**config.mk**
```make
export PLATFORM = sky130hd
export DESIGN_NAME = regfile_scoreboard
export DESIGN_NICKNAME = d
export VERILOG_FILES = /design/src/rtl/regfile_pkg.sv /design/src/rtl/regfile_read_port.sv /design/src/rtl/regfile_scoreboard.sv
export SDC_FILE = /design/constraint.sdc
export NUM_CORES = 2
export LEC_CHECK = 0
export CAP_MARGIN = 20
export CORE_MARGIN = 4
export CORE_UTILIZATION = 57
export DETAILED_ROUTE_END_ITERATION = 12
export GPL_TIMING_DRIVEN = 0
export HOLD_SLACK_MARGIN = 0.12
export PLACE_DENSITY = 0.77
export SKIP_LAST_GASP = 1
export SYNTH_ARGS = -nofsm -noshare
export SYNTH_HDL_FRONTEND = slang
export SYNTH_SLANG_ARGS = --single-unit
```
**constraint.sdc**
```tcl
create_clock -name clock -period 34.6 [get_ports clock]
set_input_delay 5.19 -clock clock [delete_from_list [all_inputs] [get_ports clock]]
set_output_delay 5.19 -clock clock [all_outputs]
set_load 0.005 [all_outputs]
```
**src/rtl/regfile_pkg.sv**
```systemverilog
// Shared definitions for the register file with busy scoreboard.
// Provides default sizes, the read-port index type and the zero-address helper.
package regfile_pkg;

    localparam int DEF_XLEN     = 32;
    localparam int DEF_NUM_REGS = 32;
    localparam int DEF_AW       = $clog2(DEF_NUM_REGS);

    localparam int MAX_READ   = 4;
    localparam int ADDR_MAX_W = 16;

    typedef logic [$clog2(MAX_READ)-1:0] rport_idx_t;

    // Callers widen their address to ADDR_MAX_W before the call.
    function automatic logic addr_is_zero(
        input logic [ADDR_MAX_W-1:0] addr
    );
        return addr == '0;
    endfunction

endpackage

```
**src/rtl/regfile_read_port.sv**
```systemverilog
// One combinational read port: zero-register check, write-back bypass, readiness.
// Ports: rd_addr/rd_stored/rd_busy in, fwd_en/wb_addr/wb_data in, rd_data/rd_ready out.
module regfile_read_port
    import regfile_pkg::*;
#(
    parameter int XLEN     = DEF_XLEN,
    parameter int AW       = DEF_AW,
    parameter int FORWARD  = 1,
    parameter int ZERO_REG = 1
) (
    input  logic [AW-1:0]   rd_addr,
    input  logic [XLEN-1:0] rd_stored,
    input  logic            rd_busy,
    input  logic            fwd_en,
    input  logic [AW-1:0]   wb_addr,
    input  logic [XLEN-1:0] wb_data,
    output logic [XLEN-1:0] rd_data,
    output logic            rd_ready
);

    logic is_zero;
    logic fwd_hit;

    assign is_zero = (ZERO_REG != 0)
                   && addr_is_zero(ADDR_MAX_W'(rd_addr));

    // Zero register outranks the bypass, so the hit is made exclusive.
    assign fwd_hit = (FORWARD != 0) && fwd_en
                   && (wb_addr == rd_addr) && !is_zero;

    always_comb begin
        rd_data  = rd_stored;
        rd_ready = ~rd_busy;
        unique case (1'b1)
            is_zero: begin
                rd_data  = '0;
                rd_ready = 1'b1;
            end
            fwd_hit: begin
                rd_data  = wb_data;
                rd_ready = 1'b1;
            end
            default: ;
        endcase
    end

endmodule

```
**src/rtl/regfile_scoreboard.sv**
```systemverilog
// Integer register file with NUM_READ read ports, one write-back port and a busy scoreboard.
// Ports: clock/reset, rs_addr->rs_data/rs_ready, wb_*, issue_*, flush, busy_vec.
module regfile_scoreboard
    import regfile_pkg::*;
#(
    parameter int XLEN     = DEF_XLEN,
    parameter int NUM_REGS = DEF_NUM_REGS,
    parameter int NUM_READ = 2,
    parameter int FORWARD  = 1,
    parameter int ZERO_REG = 1,
    localparam int AW      = $clog2(NUM_REGS)
) (
    input  logic                     clock,
    input  logic                     reset,
    input  logic [NUM_READ*AW-1:0]   rs_addr,
    output logic [NUM_READ*XLEN-1:0] rs_data,
    output logic [NUM_READ-1:0]      rs_ready,
    input  logic                     wb_en,
    input  logic [AW-1:0]            wb_addr,
    input  logic [XLEN-1:0]          wb_data,
    input  logic                     issue_en,
    input  logic [AW-1:0]            issue_addr,
    input  logic                     flush,
    output logic [NUM_REGS-1:0]      busy_vec
);

    localparam logic ZR = 1'(ZERO_REG != 0);

    logic [XLEN-1:0]     regs [NUM_REGS];
    logic [NUM_REGS-1:0] busy;
    logic [NUM_REGS-1:0] wb_mask;
    logic [NUM_REGS-1:0] iss_mask;
    logic                wb_blk;
    logic                iss_ok;
    logic                fwd_en;

    assign wb_blk = ZR && addr_is_zero(ADDR_MAX_W'(wb_addr));
    assign iss_ok = issue_en
                  && !(ZR && addr_is_zero(ADDR_MAX_W'(issue_addr)));

    // Bypass is gated off in reset so reads return the cleared state.
    assign fwd_en = wb_en & ~reset;

    always_comb begin
        wb_mask  = '0;
        iss_mask = '0;
        if (wb_en)
            wb_mask[wb_addr] = 1'b1;
        if (iss_ok)
            iss_mask[issue_addr] = 1'b1;
    end

    always_ff @(posedge clock or posedge reset) begin
        if (reset) begin
            for (int r = 0; r < NUM_REGS; r++)
                regs[r] <= '0;
        end else if (wb_en && !wb_blk) begin
            regs[wb_addr] <= wb_data;
        end
    end

    // Issue is OR'd in after the write-back clear: the write-back
    // belongs to the older instruction, so the new issue wins.
    always_ff @(posedge clock or posedge reset) begin
        if (reset)
            busy <= '0;
        else if (flush)
            busy <= '0;
        else
            busy <= (busy & ~wb_mask) | iss_mask;
    end

    assign busy_vec = busy;

    for (genvar p = 0; p < NUM_READ; p++) begin : g_rd
        logic [AW-1:0] a;
        assign a = rs_addr[p*AW +: AW];

        regfile_read_port #(
            .XLEN     (XLEN),
            .AW       (AW),
            .FORWARD  (FORWARD),
            .ZERO_REG (ZERO_REG)
        ) u_port (
            .rd_addr   (a),
            .rd_stored (regs[a]),
            .rd_busy   (busy[a]),
            .fwd_en    (fwd_en),
            .wb_addr   (wb_addr),
            .wb_data   (wb_data),
            .rd_data   (rs_data[p*XLEN +: XLEN]),
            .rd_ready  (rs_ready[p])
        );
    end

endmodule

```
==> flow_metrics.tcl <==
set metrics [dict create \
    status "completed" \
    synth-seq-cells 1056 \
    synth_commonest_cells "1056 x dfrtp_1, 1030 x mux2_2, 384 x mux2i_1" \
    grt_usage_pct 40.44 \
    hpwlAfterDp_um 162500 \
    clkTransAtPathRegs_ns 0.06 \
    synth_seq_area_share_pct 45.86 \
    clock-skew-final_ns 0 \
    worst-path-buf-inv 5 \
    grt_start_max_net_pins 43 \
    via_per_inst 7.503 \
    synthArstFlopShare_pct 100.0 \
    synth_edf_count 0 \
    tns_ns 0 \
    cpPeakStageDelay_ns 1.03 \
    first_global_vias 42930 \
    gp_congestion 1.094 \
    syn-cell-area_um2 57620 \
    clock-sinks 1056 \
    whs_ns 0.4866 \
    synthFlopType "dfrtp_1" \
    synthTopCellsByArea "dfrtp_1 46%, mux2_2 20%, mux4_2 13%" \
    crit_chain "clkdlybuf4s50_1 > buf_2 > clkbuf_1 > clkbuf_1 > a221oi_1 > o41ai_1 > clkdlybuf4s50_1" \
    drv_slew 0 \
    tightest_slew_ns 1.395 \
    syn_to_final_growth_pct 13.11 \
    drt_pass1_iterations 8 \
    cp_top_family "buffers and inverters" \
    ant_nets 0 \
    ctsHoldBuffers 0 \
    via_count 43490 \
    yosysMostFrequentCell "dfrtp_1" \
    grt_overflow 0 \
    worst-endpoint-required_ns 29.41 \
    crit_arrival_ns 10.20 \
    clockBufferDepth 3 \
    leakagePower_nw 28.48 \
    utilization_pct 65.08 \
    cts_tree "built" \
    path_class "primary input to output pin" \
    startpoint_type "primary input" \
    slew_headroom_pct 5.770 \
    min_period_ns 15.39 \
    crit_fanout 10 \
    die_height_um 325.9 \
    fmax_ghz 0.06496 \
    post-cts-setup-buffers 0 \
    io_buffers 144 \
    drc_errors 0 \
    fin_nets 4459 \
    ir_drop_v 0.00004145 \
    h-tree-depth 3 \
    post_cts_resized 0 \
    clk_latency_ns 0.71 \
    root_buffer "clkbuf_16" \
    syn_nets 4157 \
    die_x_um 325.9 \
    ios 155 \
    synth_area_leader_cell "dfrtp_1" \
    synth.yosys.warnings 0 \
    setup-violations-final 0 \
    end_kind "output pin" \
    crit_path_top_delay_cell "o41ai_1" \
    powerDensity_nw_per_um2 57.25 \
    synth.top_cell.area_share_pct 45.86 \
    maxCapViolCount 0 \
    grt_pass1_wl_um 307600 \
    drt-initial-drc-count 6820 \
    numCtsBuffers 111 \
    syn_area_per_cell_um2 14.05 \
    drive_gt1_share_pct 39.89 \
    totalWireLength_um 217700 \
    core_um2 100100 \
    start_util_pct 57.53 \
    antenna_found_initial 7 \
    wire_per_inst_um 37.56 \
    die_area_um2 106200 \
    post-route-period-util_pct 44.49 \
    finalHoldViolCount 0 \
    hp-class "flop to flop" \
    fp-row-count 116 \
    synth_cell_types 45 \
    rsz0062_at_grt "no" \
    syn_inst 4100 \
]
## cell type report
type                            count  area [µm²]
Sequential cell                  1056       26430
Antenna cell                        6       15.01
Tap cell                         1298        1624
Buffer                            483        2426
Clock inverter                     34       431.7
Timing Repair Buffer              189        2142
Fill cell                        7290       34970
Clock buffer                      169        3331
Inverter                            3       15.01
Multi-Input combinational cell   2558       28760
## state kept, by name, summed over array words and instances, names as in the netlist
signal	count
busy_vec	32
regs	1024
## where the power goes
part           leakage [nW]  internal [W]  switching [W]
Combinational          13.0      0.000440       0.000391
Sequential             13.6       0.00146       0.000183
Clock                  1.87      0.000734       0.000520
## cells in the final DEF (no fill, tap or decap), types with 6 or more instances in the layout
| cell | Yosys | layout |
|---|---|---|
| o22ai_1 | 57 | 57 |
| clkbuf_16 | 0 | 116 |
| a221oi_2 | 9 | 9 |
| mux2_1 | 26 | 26 |
| mux2i_1 | 384 | 384 |
| buf_1 | 46 | 46 |
| a2bb2oi_1 | 24 | 24 |
| buf_6 | 37 | 39 |
| mux2_2 | 1030 | 1030 |
| a221oi_1 | 95 | 95 |
| a211oi_1 | 7 | 7 |
| nor2_1 | 42 | 42 |
| diode_2 | 0 | 6 |
| buf_2 | 95 | 104 |
| xor2_1 | 10 | 10 |
| clkinv_2 | 0 | 21 |
| nand2b_1 | 43 | 43 |
| o21ai_0 | 18 | 18 |
| nor3b_1 | 8 | 8 |
| nand4_1 | 64 | 64 |
| o41ai_2 | 11 | 12 |
| nor2b_1 | 15 | 15 |
| clkdlybuf4s50_1 | 0 | 144 |
| bufinv_16 | 0 | 10 |
| clkbuf_1 | 260 | 289 |
| nand2_1 | 39 | 39 |
| dfrtp_1 | 1056 | 1056 |
| mux4_2 | 338 | 338 |
| a21oi_1 | 105 | 105 |
| o41ai_1 | 53 | 52 |
| clkbuf_8 | 0 | 25 |
| nand3b_1 | 6 | 6 |
| buf_12 | 2 | 30 |
| a22oi_1 | 143 | 143 |
| buf_4 | 40 | 40 |
## final timing paths
| check | from | to | slack, ns | depth (start not counted) |
|---|---|---|---|---|
| worst max-delay path | rs_addr[8] | rs_data[49] | 19.21 | 7 |
| worst min-delay path | regs[1007] | regs[1007] | 0.49 | 1 |
| worst max register to register | regs[616] | regs[616] | 33.65 | 1 |
| worst min register to register | regs[1007] | regs[1007] | 0.49 | 1 |
| max in group asynchronous | reset | regs[1007] | 27.24 | 9 |
| min in group asynchronous | reset | busy_vec[23] | 5.04 | 2 |
## metal layers
layer	share of wire (%)	vias to the layer above	track usage, %
met3	14	893	16.01
met2	41	3596	56.06
met5	0.068	-	0.5435
met4	8.1	12	25.53
li1	-	16484	-
met1	36	22505	53.15
## through the flow
stage               std cells  instance area (µm²)  power, W  setup WS (ns)
floorplan                4100                57620  0.002165          14.85
global placement         5542                60690  0.002416          8.600
detailed placement       5579                61320  0.002456          19.74
CTS                      5782                65090  0.003691          19.73
global route             5790                65160  0.003832          19.54
finish                   5796                65170  0.003731          19.21
## cell families after synthesis
group | share of synthesized area (%)
compound gates | 6.923
xor+xnor | 0.1520
buf+inv | 4.230
flops | 45.86
mux | 40.52
simple gates | 2.313
Power figures use the tool's default switching activity.
